### src/rtl/s_pea_stream_sink.sv
// PEA stream sink: accepts PE results into a FWFT FIFO, generates pea_ready backpressure and
// counts job elements. Optional stall statistics under S_PEA_SINK_STATS_EN.
module s_pea_stream_sink #(
  parameter int unsigned N_BITS = 32,
  parameter int unsigned DEPTH  = 8,
  parameter int unsigned CNT_W  = 16
) (
  input  logic              clk_i,
  input  logic              rst_n_i,
  input  logic              start_i,
  input  logic [CNT_W-1:0]  n_elem_i,
  input  logic [N_BITS-1:0] pe_res_i,
  input  logic              pe_valid_i,
  output logic              pea_ready_o,
  output logic [N_BITS-1:0] out_data_o,
  output logic              out_valid_o,
  input  logic              out_ready_i,
  output logic              busy_o,
  output logic              done_o,
  output logic [31:0]       stall_cnt_o
);

  localparam int unsigned PTR_W  = $clog2(DEPTH);
  localparam int unsigned FILL_W = PTR_W + 1;

  typedef enum logic [1:0] {StIdle, StRun, StDrain, StDone} state_e;

  state_e              r_state;
  logic                r_busy;
  logic                r_done;
  logic [CNT_W-1:0]    r_remaining;
  logic [PTR_W-1:0]    r_wr_ptr;
  logic [PTR_W-1:0]    r_rd_ptr;
  logic [FILL_W-1:0]   r_count;
  logic [N_BITS-1:0]   r_mem [DEPTH];

  logic                w_push;
  logic                w_pop;
  logic [FILL_W-1:0]   w_count_d;

  assign pea_ready_o = (r_state == StRun) && (r_count < FILL_W'(DEPTH));
  assign out_valid_o = (r_count != '0);
  assign out_data_o  = out_valid_o ? r_mem[r_rd_ptr] : '0;
  assign busy_o      = r_busy;
  assign done_o      = r_done;

  assign w_push = pe_valid_i && pea_ready_o;
  assign w_pop  = out_valid_o && out_ready_i;

  always_comb begin
    w_count_d = r_count;
    unique case ({w_push, w_pop})
      2'b10:   w_count_d = r_count + FILL_W'(1);
      2'b01:   w_count_d = r_count - FILL_W'(1);
      default: w_count_d = r_count;
    endcase
  end

  // Storage is not reset: out_data_o is masked while the FIFO is empty.
  always_ff @(posedge clk_i) begin
    if (w_push) begin
      r_mem[r_wr_ptr] <= pe_res_i;
    end
  end

  always_ff @(posedge clk_i or negedge rst_n_i) begin
    if (!rst_n_i) begin
      r_wr_ptr <= '0;
      r_rd_ptr <= '0;
      r_count  <= '0;
    end else begin
      if (w_push) begin
        r_wr_ptr <= r_wr_ptr + PTR_W'(1);
      end
      if (w_pop) begin
        r_rd_ptr <= r_rd_ptr + PTR_W'(1);
      end
      r_count <= w_count_d;
    end
  end

  always_ff @(posedge clk_i or negedge rst_n_i) begin
    if (!rst_n_i) begin
      r_state     <= StIdle;
      r_busy      <= 1'b0;
      r_done      <= 1'b0;
      r_remaining <= '0;
    end else begin
      case (r_state)
        StIdle: begin
          if (start_i) begin
            r_busy <= 1'b1;
            if (n_elem_i != '0) begin
              r_remaining <= n_elem_i;
              r_state     <= StRun;
            end else begin
              r_state <= StDone;
              r_done  <= 1'b1;
            end
          end
        end
        StRun: begin
          if (w_push) begin
            r_remaining <= r_remaining - CNT_W'(1);
            if (r_remaining == CNT_W'(1)) begin
              r_state <= StDrain;
            end
          end
        end
        StDrain: begin
          // Look at the post-pop fill so a same-cycle pop of the last word completes the job.
          if (w_count_d == '0) begin
            r_state <= StDone;
            r_done  <= 1'b1;
          end
        end
        StDone: begin
          r_state <= StIdle;
          r_busy  <= 1'b0;
          r_done  <= 1'b0;
        end
        default: begin
          r_state <= StIdle;
          r_busy  <= 1'b0;
          r_done  <= 1'b0;
        end
      endcase
    end
  end

`ifdef S_PEA_SINK_STATS_EN
  logic [31:0] r_stall_cnt;

  always_ff @(posedge clk_i or negedge rst_n_i) begin
    if (!rst_n_i) begin
      r_stall_cnt <= '0;
    end else if ((r_state == StIdle) && start_i && (n_elem_i != '0)) begin
      r_stall_cnt <= '0;
    end else if ((r_state == StRun) && pe_valid_i && !pea_ready_o && (r_stall_cnt != '1)) begin
      r_stall_cnt <= r_stall_cnt + 32'd1;
    end
  end

  assign stall_cnt_o = r_stall_cnt;
`else
  assign stall_cnt_o = '0;
`endif

endmodule

### config.mk
export PLATFORM = sky130hd
export DESIGN_NAME = s_pea_stream_sink
export DESIGN_NICKNAME = d
export VERILOG_FILES = /design/src/rtl/s_pea_stream_sink.sv
export SDC_FILE = /design/constraint.sdc
export NUM_CORES = 1
export LEC_CHECK = 0
export ABC_AREA = 1
export CORE_MARGIN = 2
export CORE_UTILIZATION = 38
export DETAILED_ROUTE_END_ITERATION = 7
export PLACE_DENSITY = 0.6
export SLEW_MARGIN = 20
export SYNTH_ARGS = -nofsm -noshare
export SYNTH_HDL_FRONTEND = slang
export SYNTH_SLANG_ARGS = --single-unit
### constraint.sdc
create_clock -name clk_i -period 3 [get_ports clk_i]
set_input_delay 0.9 -clock clk_i [delete_from_list [all_inputs] [get_ports clk_i]]
set_output_delay 0.9 -clock clk_i [all_outputs]
set_load 0.03 [all_outputs]
# After elaboration in Yosys (flattened, before gate mapping)
# Memory sizes are Yosys's and may differ from the RTL's.
# Index checks and enable logic that the tools add are counted.
word_totals:
  register_bits: 30
  ram_bits: 256
  inputBits: 53
  out_inout_bits: 68
  memories: 1
classes:
  add_sub_neg: 5
  n_lt_le_gt_ge: 1
  eq_ne: 12
  n_mux: 20
  n_reduce_logical: 14
mem_list:
  columns: ["memory", "depth", "width", "rd", "rd_clocked_by_memory_dff", "wr", "line", "text"]
  rows:
  - ["r_mem", 8, 32, 1, 0, 1, "35", "logic [N_BITS-1:0] r_mem [DEPTH];"]
ops:
  columns: ["operator", "count"]
  rows:
  - ["$mux W16", 3]
  - ["$mux W32", 1]
  - ["$pmux W16 S2", 1]
  - ["$eq A16 B1 Y1 const B", 1]
  - ["$reduce_bool A16 Y1", 1]
  - ["$sub A16 B1 Y16 const B", 1]
  - ["$reduce_and A4 Y1", 3]
  - ["$mux W2", 5]
  - ["$ne A2 B2 Y1 const B", 5]
  - ["$pmux W2 S4", 1]
  - ["$pmux W4 S2", 1]
  - ["$add A3 B1 Y3 const B", 2]
  - ["$eq A2 B2 Y1 const B", 3]
  - ["$mux W1", 6]
  - ["$add A4 B1 Y4 const B", 1]
  - ["$eq A2 B1 Y1 const B", 2]
  - ["$logic_not A4 Y1", 1]
  - ["$lt A4 B4 Y1 const B", 1]
  - ["$reduce_bool A2 Y1", 2]
  - ["$reduce_bool A4 Y1", 1]
  - ["$sub A4 B1 Y4 const B", 1]
  - ["$logic_and A1 B1 Y1", 3]
  - ["$pmux W1 S3", 1]
  - ["$reduce_bool A3 Y1", 1]
  - ["4 further kinds", 4]

# Longest topological paths before layout
# Gate-level depths: netlist of the first run.
depth:
  word_depth: 8
  depth_mapped: 18
  ltp_nobuf: 18

# Worst setup path before layout of the first run
# Ideal clock, no wire load.
synth_path:
  path_kind: "input to register"
  start: "input port pe_valid_i"
  end: "memory r_mem[0][0] (enable)"
  arrival_time_ps: 2697
  required_time_ps: 2579
  setup_slack_ps: -118
  stages: 3
  n_path_buf: 0
  path_cell_list: "nand3_4 -> or2_2 -> nor2_1"
synth_between:
  elab_chain_len: 3
synth_lines:
  columns: ["item", "line", "text"]
  rows:
  - ["start, declared", "13", "input logic pe_valid_i,"]
  - ["$logic_and A1 B1 Y1", "47", "assign w_push = pe_valid_i && pea_ready_o;"]
  - ["$mux W1", "61", "if (w_push) begin"]
  - ["$mux W1 (not written as such)", "62", "r_mem[r_wr_ptr] <= pe_res_i;"]
  - ["end, declared", "35", null]
# No other way between the ends.

# Worst setup path in the final report of the first run
layout_path:
  start: "register r_rd_ptr[0]"
  end: "output port out_data_o[6]"
layout_between:
  elab_chain_len: 2
layout_lines:
  columns: ["item", "line", "text"]
  rows:
  - ["start, declared", "33", "logic [PTR_W-1:0] r_rd_ptr;"]
  - ["start signal, assigned", "76", "r_rd_ptr <= r_rd_ptr + PTR_W'(1);"]
  - ["$mem_v2 Z8 W32", null, null]
  - ["$mux W32", "43", "assign out_data_o = out_valid_o ? r_mem[r_rd_ptr] : '0;"]
  - ["end, declared", "15", "output logic [N_BITS-1:0] out_data_o,"]
# No other way between the ends.

==> Flow_metrics.wiki, run 1 <==
{| class="wikitable"
! Metric !! Value
|-
| Result of the run || finished, violations left
|-
| Failing checks || setup timing
|-
| Crit-path most repeated cell || buf_12
|-
| Routability-driven placement congestion ratio || 0.834
|-
| Final routed wirelength across all metal layers || 30700 um
|-
| Worst Slack Setup Final || -0.111 ns
|-
| Adder and majority cell fraction of the synthesized area || 1.03%
|-
| Setup repair after global routing missed its margin || yes
|-
| Fraction of the cycle the final worst path needs || 104%
|-
| Number of antenna violations at the first check in global routing || 1
|-
| Share of synthesized area spent on multiplexers || 0%
|-
| Final Cell Area || 16300 um^2
|-
| Clock sink count || 286
|-
| Buffers on Ports || 88
|-
| Leakage power total || 5.81 nW
|-
| Pin count of the biggest net entering global routing || 34
|-
| Synth top area share || 63.4%
|-
| Worst min-delay path class || reg2reg
|-
| Cell count after synthesis || 1036
|-
| Worst Max-Slew Pin Slew || 0.648 ns
|-
| Floorplan Core Area || 31500 um^2
|-
| TritonCTS clock tree || done
|-
| Overflow left after global routing || 0
|-
| H-tree depth || 1
|-
| Area of placed instances || 13900 um^2
|-
| Synth Cell Area || 12100 um^2
|-
| Area growth syn-to-layout || 34.1%
|-
| Number of nets in the layout || 1261
|-
| Worst-path maximum fanout || 5
|-
| Worst slew slack as a fraction of its limit || 56.7%
|-
| Count of antenna-violating nets left after detailed routing || 0
|-
| Worst Path Required || 2.10 ns
|-
| Count of synthesis-stage warnings from yosys || 0
|-
| Period minus WS final || 3.11 ns
|-
| Parity-gate share of the synthesized area counting xor and xnor cells || 0.795%
|-
| PnR Total Power || 18.0 mW
|-
| Peak ir drop on the vdd network || 0.566 mV
|-
| Routed vias || 8315
|-
| Highest cell delay on the worst timing path || 0.49 ns
|-
| Number of hold violations in the final report || 0
|-
| Cell at the root of the clock tree || clkbuf_16
|-
| Share of synthesized area occupied by flip-flops and latches || 69.6%
|-
| Top-level port count || 121
|-
| Number of inserted diodes || 0
|-
| Synth Area in Simple Gates || 11.1%
|-
| Number of different library cells in the post-synthesis netlist || 37
|-
| Most area-hungry cell type in the Yosys netlist || edfxtp_1
|-
| Setup-violating endpoint count in the final report || 25
|-
| Number of hold buffers added after cts || 0
|-
| Number of filler cells placed in the layout || 2591
|-
| Top cells by instance count after synthesis || 256 x edfxtp_1, 222 x nor2_1, 177 x o21ai_0
|-
| Top post-synthesis cells by area || edfxtp_1 63%, o21ai_0 7.3%, nor2_1 6.9%, dfrtp_1 6.2%, buf_4 2.0%
|-
| Placed cell count || 1521
|-
| Top_reg_cell synth || edfxtp_1
|-
| GRT Total Usage || 18.2%
|-
| Combinational family with the most area after synthesis || compound AO/OA/AOI/OAI gates
|-
| Average routed wire per standard cell || 18.9 um
|-
| Number of rows created at floorplan || 65
|-
| Via count of the first global-routing pass || 8114
|-
| Synthesized-area fraction occupied by ao, oa, aoi and oai cells || 12.3%
|-
| Via-per-instance ratio || 5.13
|-
| Longest Clk Path Bufs || 3
|-
| Max Slew Vio Count || 0
|-
| Kind of end point of the critical path || primary output
|-
| Count of maximum capacitance violations || 0
|-
| Final cell count without fillers || 1621
|-
| Post-route clock skew || 0.00908 ns
|-
| PD cells || 1110 nW/um^2
|-
| Critical path type || reg2out
|-
| First-pass GRT wire length || 46900 um
|-
| Die height || 183 um
|-
| Crit path arrival time || 2.21 ns
|-
| Crit. Startpoint || r_rd_ptr[0]
|-
| Total Negative Setup Slacks || -0.955 ns
|-
| Detailed-routing iteration count for the pre-antenna-repair pass || 4
|-
| Clock slew at reported path FFs || 0.06 ns
|-
| Critical-path cell list || buf_6 > buf_12 > buf_16 > o21ai_2 > o22ai_1 > o21ai_1 > a31oi_2 > buf_12
|-
| Number of DRC markers after the initial detailed-route iteration || 635
|-
| Clock buffers created by TritonCTS || 29
|-
| Launching element type of the critical path || register
|-
| Width of the die || 183 um
|-
| Startpoint of the most critical register-to-register path || r_count[3]
|-
| Cell at the slowest stage of the critical path || dfrtp_4
|-
| Min Hold Slack || 0.484 ns
|-
| Fraction of final layout cells with drive strength greater than 1 || 24.4%
|-
| Final HPWL DP || 15800 um
|-
| Number of flops mapped to enable cells by yosys || 256
|-
| Mean instance size in the synthesized netlist || 11.7 um^2
|-
| # DRC || 0
|-
| Worst hold path startpoint || done_o
|-
| Clock insertion delay at the later pin of the skew report || 0.55 ns
|-
| FMAX || 321 MHz
|-
| Die outline area || 33300 um^2
|-
| Share of flip-flops with an asynchronous set or reset after synthesis || 10.5%
|-
| Most numerous cell in the Yosys netlist || edfxtp_1
|-
| Synth Register Bits || 286
|-
| Starting density of the core || 38.5%
|}
[cells by family after synthesis]
logic type / after synthesis
AND/OR/NAND/NOR: 321
XOR/XNOR: 11
AO/OA/AOI/OAI: 275
flip-flops: 286
adder cells (fa/ha/maj): 10
buffers and inverters: 132
other: 1
[placed cells by master, fill, tap and decap left out, types with 25 or more instances in the layout]
| cell | n |
|---|---|
| nand2_1 | 56 |
| nor2_1 | 175 |
| edfxtp_1 | 256 |
| a31oi_1 | 28 |
| buf_12 | 36 |
| o21ai_2 | 25 |
| clkbuf_16 | 32 |
| inv_1 | 32 |
| o21ai_0 | 66 |
| o21ai_1 | 93 |
| clkdlybuf4s50_1 | 54 |
| conb_1 | 32 |
| buf_4 | 67 |
| nor2_2 | 28 |
| dfrtp_1 | 28 |
[state kept, by name (all words and copies together), names as in the netlist]
signal       count
r_mem          256
r_wr_ptr         3
r_remaining     16
r_state          2
r_count          4
busy_o           1
done_o           1
r_rd_ptr         3
[worst paths after layout]
check | endpoint | slack, ns | cells past startpoint
setup / recovery | out_data_o[6] | -0.11 | 8
hold / removal | done_o | 0.48 | 2
setup reg to reg | r_state[1] | 0.43 | 15
hold reg to reg | done_o | 0.48 | 2
max in group asynchronous | r_remaining[1] | 1.64 | 2
min in group asynchronous | r_count[0] | 0.75 | 1
[through the flow]
stage	util, %	setup WS, ns
3_5_place_dp	44.1	-0.0993
2_1_floorplan	-	-0.118
4_1_cts	50.8	-0.139
3_3_place_gp	44.1	-0.0770
6_report	51.6	-0.111
5_1_grt	51.6	-0.166
[power breakdown]
| group | switching [mW] | total, mW | internal (mW) |
|---|---|---|---|
| clock | 1.49 | 3.66 | 2.17 |
| sequential | 0.291 | 5.03 | 4.74 |
| combinational | 5.06 | 9.31 | 4.24 |
| total | 6.85 | 18.0 | 11.2 |
[layout make-up]
class                           instances  area, um^2  share of cell area [%]
Clock inverter                         15         186                    1.15
Clock buffer                           37         776                    4.77
Sequential cell                       286        8440                    51.9
Timing Repair Buffer                  191        2530                    15.6
Multi-Input combinational cell        649        3640                    22.4
Tap cell                              402         503                    3.09
Inverter                               41         179                    1.10
[metal layers]
layer	vias to the layer above	wire length (um)	share of wire, %	GRT usage, %
met5	-	13	0.042	0
met4	2	704	2.3	4.68
met3	52	1530	5.0	2.37
met2	258	15100	49	31.4
met1	4013	13400	44	24.4
li1	3990	-	-	-
[critical path, delay by kind of cell, from the launching register on]
family	cells	cell delay, ns
compound gates	4	0.61
buf+inv	4	0.54
flops	1	0.49
[repair_timing]
item,CTS,global route
gates resized for setup,160,119
pin swaps,51,60
setup buffers,24,8
gates cloned,21,3
setup endpoints to repair,33,32
Power figures use the tool's default switching activity.
==> inputs of run 2 (changes only) <==
--- a/config.mk
+++ b/config.mk
@@ -7,9 +7,9 @@
 export LEC_CHECK = 0
 export ABC_AREA = 1
 export CORE_MARGIN = 2
-export CORE_UTILIZATION = 38
+export CORE_UTILIZATION = 50
 export DETAILED_ROUTE_END_ITERATION = 7
-export PLACE_DENSITY = 0.6
+export PLACE_DENSITY = 0.75
 export SLEW_MARGIN = 20
 export SYNTH_ARGS = -nofsm -noshare
 export SYNTH_HDL_FRONTEND = slang
==> Flow_metrics.wiki, run 2 (same netlist as run 1, synthesis figures left out) <==
{| class="wikitable"
! Metric !! Value
|-
| Result of the run || finished, violations left
|-
| Failing checks || setup timing
|-
| Worst min-delay path class || reg2reg
|-
| Buffers on Ports || 88 (unchanged)
|-
| Post-route clock skew || 0.0122 ns (+0.00314 ns)
|-
| Launching element type of the critical path || register
|-
| Starting density of the core || 51.3% (+13 points)
|-
| GRT Total Usage || 23.9% (+5.7 points)
|-
| Via count of the first global-routing pass || 8679 (+7.0%)
|-
| Setup repair after global routing missed its margin || yes
|-
| Commonest non-fill, non-tap cells in the layout || 256 x edfxtp_1, 206 x nor2_1, 115 x o21ai_0, 64 x o21ai_1, 63 x buf_4
|-
| Die outline area || 25500 um^2 (-24%)
|-
| # DRC || 0 (unchanged)
|-
| Critical R2R Capture || done_o
|-
| Final routed wirelength across all metal layers || 31400 um (+2.3%)
|-
| Number of DRC markers after the initial detailed-route iteration || 1069 (+68%)
|-
| Worst Path Required || 2.10 ns (about the same)
|-
| Hold Path End || done_o
|-
| Clock buffers created by TritonCTS || 29 (unchanged)
|-
| Area growth syn-to-layout || 27.2%
|-
| Pin count of the biggest net entering global routing || 33 (-2.9%)
|-
| Clock slew at reported path FFs || 0.06 ns (about the same)
|-
| Portion of total power attributed to sequential cells || 29.9% (+1.9 points)
|-
| Average routed wire per standard cell || 20.6 um (+9.0%)
|-
| H-tree depth || 1 (unchanged)
|-
| Biggest register || r_mem
|-
| Fraction of final layout cells with drive strength greater than 1 || 18.5% (-6.0 points)
|-
| Crit path arrival time || 2.23 ns (+0.02 ns)
|-
| Number of rows created at floorplan || 56 (-14%)
|-
| Most frequent standard cell in the layout excluding fill and tap cells || edfxtp_1
|-
| Longest Clk Path Bufs || 3 (unchanged)
|-
| Top-level port count || 121 (unchanged)
|-
| Kind of end point of the critical path || primary output
|-
| Fraction of the cycle the final worst path needs || 104% (+0.50 points)
|-
| Critical path type || reg2out
|-
| Number of hold violations in the final report || 0 (unchanged)
|-
| Via-per-instance ratio || 5.67 (+11%)
|-
| Logic pwr share || 48.1% (-3.6 points)
|-
| Max Slew Vio Count || 0 (unchanged)
|-
| Width of the die || 160 um (-13%)
|-
| Number of filler cells placed in the layout || 1699 (-34%)
|-
| Internal Dissipation || 10.2 mW (-8.4%)
|-
| Routed vias || 8623 (+3.7%)
|-
| Count of antenna-violating nets left after detailed routing || 0 (unchanged)
|-
| Leakage power total || 5.56 nW (-4.3%)
|-
| Setup-violating endpoint count in the final report || 31 (+24%)
|-
| Worst reg2reg setup slack || 0.49 ns (+0.06 ns)
|-
| Final HPWL DP || 15900 um (+0.47%)
|-
| Post-layout util || 65.3% (+14 points)
|-
| Final cell count without fillers || 1521 (-6.2%)
|-
| Detailed-routing iteration count for the pre-antenna-repair pass || 6 (+2)
|-
| First-pass GRT wire length || 48100 um (+2.5%)
|-
| Largest registers ranked by flip-flop count || r_mem: 256 flops, r_remaining: 16 flops, r_count: 4 flops
|-
| Number of inserted diodes || 0 (unchanged)
|-
| Worst setup slack after placement || -0.132 ns (-0.0325 ns)
|-
| Period minus WS final || 3.13 ns (+0.0149 ns)
|-
| Routability-driven placement congestion ratio || 0.793 (-5.0%)
|-
| Clock insertion delay at the later pin of the skew report || 0.55 ns (about the same)
|-
| Cell at the root of the clock tree || clkbuf_16
|-
| Min Hold Slack || 0.474 ns (-0.00961 ns)
|-
| Total Negative Setup Slacks || -2.29 ns (-1.33 ns)
|-
| NetSw || 6.61 mW (-3.4%)
|-
| FMAX || 320 MHz (-0.48%)
|-
| Worst Slack Setup Final || -0.126 ns (-0.0149 ns)
|-
| Peak ir drop on the vdd network || 0.582 mV (+2.9%)
|-
| Worst hold path startpoint || done_o
|-
| Startpoint of the most critical register-to-register path || r_count[0]
|-
| Net switching share of the total power || 39.3% (+1.3 points)
|-
| Clock sink count || 286 (unchanged)
|-
| PD cells || 1090 nW/um^2 (-1.5%)
|-
| Share of total power in the clock network || 22.0% (+1.7 points)
|-
| Count of maximum capacitance violations || 0 (unchanged)
|-
| Number of nets in the layout || 1242 (-1.5%)
|-
| Die height || 160 um (-13%)
|-
| Number of antenna violations at the first check in global routing || 0 (-1)
|-
| Flip-flop count of the largest register after layout || 256 (unchanged)
|-
| TritonCTS clock tree || done
|-
| Number of cells on the worst reg-to-reg path || 15 (unchanged)
|-
| Worst-path maximum fanout || 10 (+5)
|-
| Overflow left after global routing || 0 (unchanged)
|-
| Floorplan Core Area || 23600 um^2 (-25%)
|-
| Placed cell count || 1430 (-6.0%)
|-
| Number of cells on the worst hold path || 2 (unchanged)
|}
==> run 2: changes by cell type in the layout (fill, tap and decap cells not counted), moves of 9 or more <==
cell and change:
buf_12 -15, o21ai_0 +49, o21ai_1 -29, o22ai_1 +9
nor2_4 -12, nor2_2 -19, nor2_1 +31, o21ai_2 -18
o22ai_2 -9
==> run 2: worst max-delay path: stages (launching register included) <==
cell	delay [ns]
dfrtp_4	0.57
clkinv_8	0.15
buf_8	0.13
buf_16	0.14
nor2_1	0.05
o22ai_1	0.14
o21ai_1	0.08
a31oi_1	0.21
buf_4	0.20
==> run 2: worst max-delay path by stage <==
stage / end / from
floorplan: r_mem[0][0] / pe_valid_i
global placement: done_o / pe_valid_i
detailed placement: done_o / pe_valid_i
CTS: out_data_o[2] / r_rd_ptr[0]
global route: out_data_o[18] / r_rd_ptr[0]
finish: out_data_o[26] / r_rd_ptr[0]
==> run 2: per-layer routing <==
metal | track usage (%) | part of all wire (%) | up-vias
li1 | - | - | 3952
met3 | 3.90 | 9.4 | 42
met1 | 31.7 | 40 | 4160
met2 | 41.3 | 50 | 469
met4 | 5.95 | 1.5 | 0
met5 | 0 | 0 | -
==> run 2: layout make-up <==
type | instances | area (um^2) | area share, %
Clock buffer | 39 | 783 | 5.08
Clock inverter | 15 | 186 | 1.21
Inverter | 41 | 171 | 1.11
Multi-Input combinational cell | 649 | 3340 | 21.6
Sequential cell | 286 | 8440 | 54.7
Tap cell | 319 | 399 | 2.59
Timing Repair Buffer | 171 | 2090 | 13.6
Timing Repair inverter | 1 | 8.76 | 0.0568
==> run 2: stage by stage <==
stage / total power [mW] / cell area (um^2)
floorplan: 9.21 / 12200
global placement: 11.2 / 13500
detailed placement: 11.4 / 13500
CTS: 16.2 / 15100
global route: 17.7 / 15400
finish: 16.8 / 15400
==> run 2: repair_timing <==
action | 4_1_cts | 5_1_grt
gates resized for setup | 70 | 85
pin swaps | 7 | 27
hold buffers | 0 | 0
endpoints found under the setup margin | 33 | 33
cloned | 11 | 7
buffers inserted | 16 | 4
==> run 2: power groups by stage <==
stage / combinational, mW / sequential (mW) / clock [mW]
2_1_floorplan: 4.20 / 5.01 / 0
3_3_place_gp: 6.17 / 5.07 / 0
3_5_place_dp: 6.31 / 5.08 / 0
4_1_cts: 7.45 / 5.02 / 3.73
5_1_grt: 8.68 / 5.08 / 3.89
6_report: 8.08 / 5.04 / 3.70
==> inputs of run 3 (changes only) <==
--- a/config.mk
+++ b/config.mk
@@ -6,6 +6,7 @@
 export NUM_CORES = 1
 export LEC_CHECK = 0
 export ABC_AREA = 1
+export CORE_ASPECT_RATIO = 1.4
 export CORE_MARGIN = 2
 export CORE_UTILIZATION = 50
 export DETAILED_ROUTE_END_ITERATION = 7
==> constraint.sdc (replaced) <==
create_clock -name clk_i -period 2.75 [get_ports clk_i]
set_input_delay 0.825 -clock clk_i [delete_from_list [all_inputs] [get_ports clk_i]]
set_output_delay 0.825 -clock clk_i [all_outputs]
set_load 0.03 [all_outputs]
==> Flow_metrics.wiki, run 3 (same netlist as run 1, synthesis figures left out) <==
{| class="wikitable"
! Metric !! Value
|-
| Result of the run || finished, violations left
|-
| Failing checks || setup timing
|-
| Worst min-delay path class || reg2reg
|-
| Starting density of the core || 50.7% (-0.60 points)
|-
| Die outline area || 25500 um^2 (about the same)
|-
| Max Slew Vio Count || 0 (unchanged)
|-
| Setup repair after global routing missed its margin || yes
|-
| Worst Slack Setup Final || -0.269 ns (-0.143 ns)
|-
| Buffers on Ports || 88 (unchanged)
|-
| Detailed-routing iteration count for the pre-antenna-repair pass || 6 (unchanged)
|-
| Fraction of final layout cells with drive strength greater than 1 || 19.3% (+0.81 points)
|-
| Number of filler cells placed in the layout || 1663 (-2.1%)
|-
| Crit path arrival time || 2.19 ns (-0.04 ns)
|-
| Commonest non-fill, non-tap cells in the layout || 256 x edfxtp_1, 198 x nor2_1, 94 x o21ai_0, 74 x o21ai_1, 56 x nand2_1
|-
| Clock sink count || 286 (unchanged)
|-
| Routed vias || 8554 (-0.80%)
|-
| Die height || 188 um (+18%)
|-
| Crit. Startpoint || r_rd_ptr[0]
|-
| Number of hold violations in the final report || 0 (unchanged)
|-
| Most frequent standard cell in the layout excluding fill and tap cells || edfxtp_1
|-
| Peak ir drop on the vdd network || 0.700 mV (+20%)
|-
| Clock insertion delay at the later pin of the skew report || 0.53 ns (-0.02 ns)
|-
| Net switching share of the total power || 39.5% (+0.16 points)
|-
| Longest Clk Path Bufs || 3 (unchanged)
|-
| Biggest register || r_mem
|-
| Worst hold path startpoint || done_o
|-
| Seq. cell area || 8440 um^2 (about the same)
|-
| Number of hold buffers added after cts || 0 (unchanged)
|-
| Setup-violating endpoint count in the final report || 32 (+3.2%)
|-
| # DRC || 0 (unchanged)
|-
| Count of antenna-violating nets left after detailed routing || 0 (unchanged)
|-
| Top-level port count || 121 (unchanged)
|-
| Count of maximum capacitance violations || 0 (unchanged)
|-
| Worst-path maximum fanout || 11 (+1)
|-
| Cell at the root of the clock tree || clkbuf_16
|-
| GRT Total Usage || 21.6% (-2.3 points)
|-
| Width of the die || 136 um (-15%)
|-
| Post-route clock skew || 0.00904 ns (-0.00318 ns)
|-
| Leakage power total || 5.52 nW (-0.69%)
|-
| Logic pwr share || 51.0% (+2.9 points)
|-
| Area of the multi-input gates || 3460 um^2 (+3.7%)
|-
| H-tree depth || 1 (unchanged)
|-
| Via-per-instance ratio || 5.69 (+0.39%)
|-
| Fraction of the cycle the final worst path needs || 110%
|-
| Routability-driven placement congestion ratio || 0.817 (+3.1%)
|-
| Number of antenna violations at the first check in global routing || 1 (+1)
|-
| TritonCTS clock tree || done
|-
| Overflow left after global routing || 0 (unchanged)
|-
| Min Hold Slack || 0.489 ns (+0.0148 ns)
|-
| Pin count of the biggest net entering global routing || 46 (+39%)
|-
| Final routed wirelength across all metal layers || 29400 um (-6.2%)
|-
| Critical path type || reg2out
|-
| Via count of the first global-routing pass || 8348 (-3.8%)
|-
| Share of total power in the clock network || 18.3% (-3.7 points)
|-
| PD cells || 1160 nW/um^2 (+6.5%)
|-
| Total Negative Setup Slacks || -6.80 ns (-4.51 ns)
|-
| Kind of end point of the critical path || primary output
|-
| First-pass GRT wire length || 42900 um (-11%)
|-
| Worst Path Required || 1.93 ns (-0.17 ns)
|-
| Number of nets in the layout || 1237 (-0.40%)
|-
| Flip-flop count of the largest register after layout || 256 (unchanged)
|-
| Internal Dissipation || 10.8 mW (+6.1%)
|-
| FMAX || 331 MHz
|-
| Launching element type of the critical path || register
|-
| Period minus WS final || 3.02 ns
|-
| Clock buffers created by TritonCTS || 25 (-14%)
|-
| Number of rows created at floorplan || 67 (+20%)
|-
| Area growth syn-to-layout || 27.1% (about the same)
|-
| Floorplan Core Area || 23900 um^2 (+1.2%)
|-
| NetSw || 7.07 mW (+6.9%)
|-
| Largest registers ranked by flip-flop count || r_mem: 256 flops, r_remaining: 16 flops, r_count: 4 flops
|-
| Final HPWL DP || 15300 um (-3.4%)
|-
| Portion of total power attributed to sequential cells || 30.7% (+0.8 points)
|-
| Number of inserted diodes || 0 (unchanged)
|-
| Average routed wire per standard cell || 19.6 um (-5.1%)
|-
| Clock slew at reported path FFs || 0.07 ns (about the same)
|-
| Startpoint of the most critical register-to-register path || r_count[3]
|-
| Number of DRC markers after the initial detailed-route iteration || 740 (-31%)
|}
[run 3: path summary, 6_finish.rpt]
check                           depth (start not counted)             end  slack [ns]
worst max-delay path                                    7   out_data_o[7]       -0.27
worst min-delay path                                    2          done_o        0.49
worst max register to register                         15      r_state[1]        0.23
worst min register to register                          2          done_o        0.49
max in group asynchronous                               2     r_rd_ptr[0]        1.72
min in group asynchronous                               2  r_remaining[4]        0.68
[run 3: power groups by stage]
stage / Combinational [mW] / Sequential (mW) / Clock, mW
global placement: 7.18 / 5.51 / 0
global route: 9.79 / 5.54 / 3.47
CTS: 8.14 / 5.46 / 3.29
floorplan: 4.58 / 5.47 / 0
detailed placement: 7.32 / 5.52 / 0
finish: 9.12 / 5.50 / 3.28
[run 3: cell type report]
| class | instances | share of cell area [%] |
|---|---|---|
| tap | 310 | 2.52 |
| timing repair inverter | 1 | 0.0731 |
| inverter | 41 | 1.08 |
| clock inverter | 15 | 0.625 |
| clock buffer | 31 | 4.20 |
| timing repair buffer | 169 | 14.3 |
| sequential | 286 | 54.8 |
| multi-input combinational | 650 | 22.5 |
[run 3: worst max-delay path, stage by stage, from the launching register on]
cell	delay, ns
dfrtp_4	0.56
buf_6	0.19
clkbuf_16	0.17
o21ai_0	0.10
o22ai_1	0.21
o21ai_1	0.11
a31oi_1	0.14
buf_4	0.18
[run 3: per-stage QoR]
step | power [mW] | std cells | cell area, um^2 | setup WS, ns | util [%]
3_3_place_gp | 12.7 | 1424 | 13800 | -0.216 | 57.6
3_5_place_dp | 12.8 | 1424 | 13800 | -0.293 | 57.6
6_report | 17.9 | 1503 | 15400 | -0.269 | 64.5
4_1_cts | 16.9 | 1485 | 14900 | -0.246 | 62.2
2_1_floorplan | 10.1 | 1067 | 12200 | -0.293 | -
5_1_grt | 18.8 | 1503 | 15400 | -0.345 | 64.5
[run 3: repair_timing]
| action | CTS | global route |
|---|---|---|
| setup endpoints to repair | 34 | 36 |
| pin swaps | 4 | 42 |
| cloned | 8 | 12 |
| gates resized for setup | 49 | 130 |
| buffers inserted | 7 | 12 |
[run 3: layer usage]
metal	share of wire [%]	vias to the layer above	track usage, %
met5	0	-	0
met4	3.1	0	7.89
met1	37	4152	25.5
li1	-	3940	-
met2	53	391	38.9
met3	7.1	71	4.09
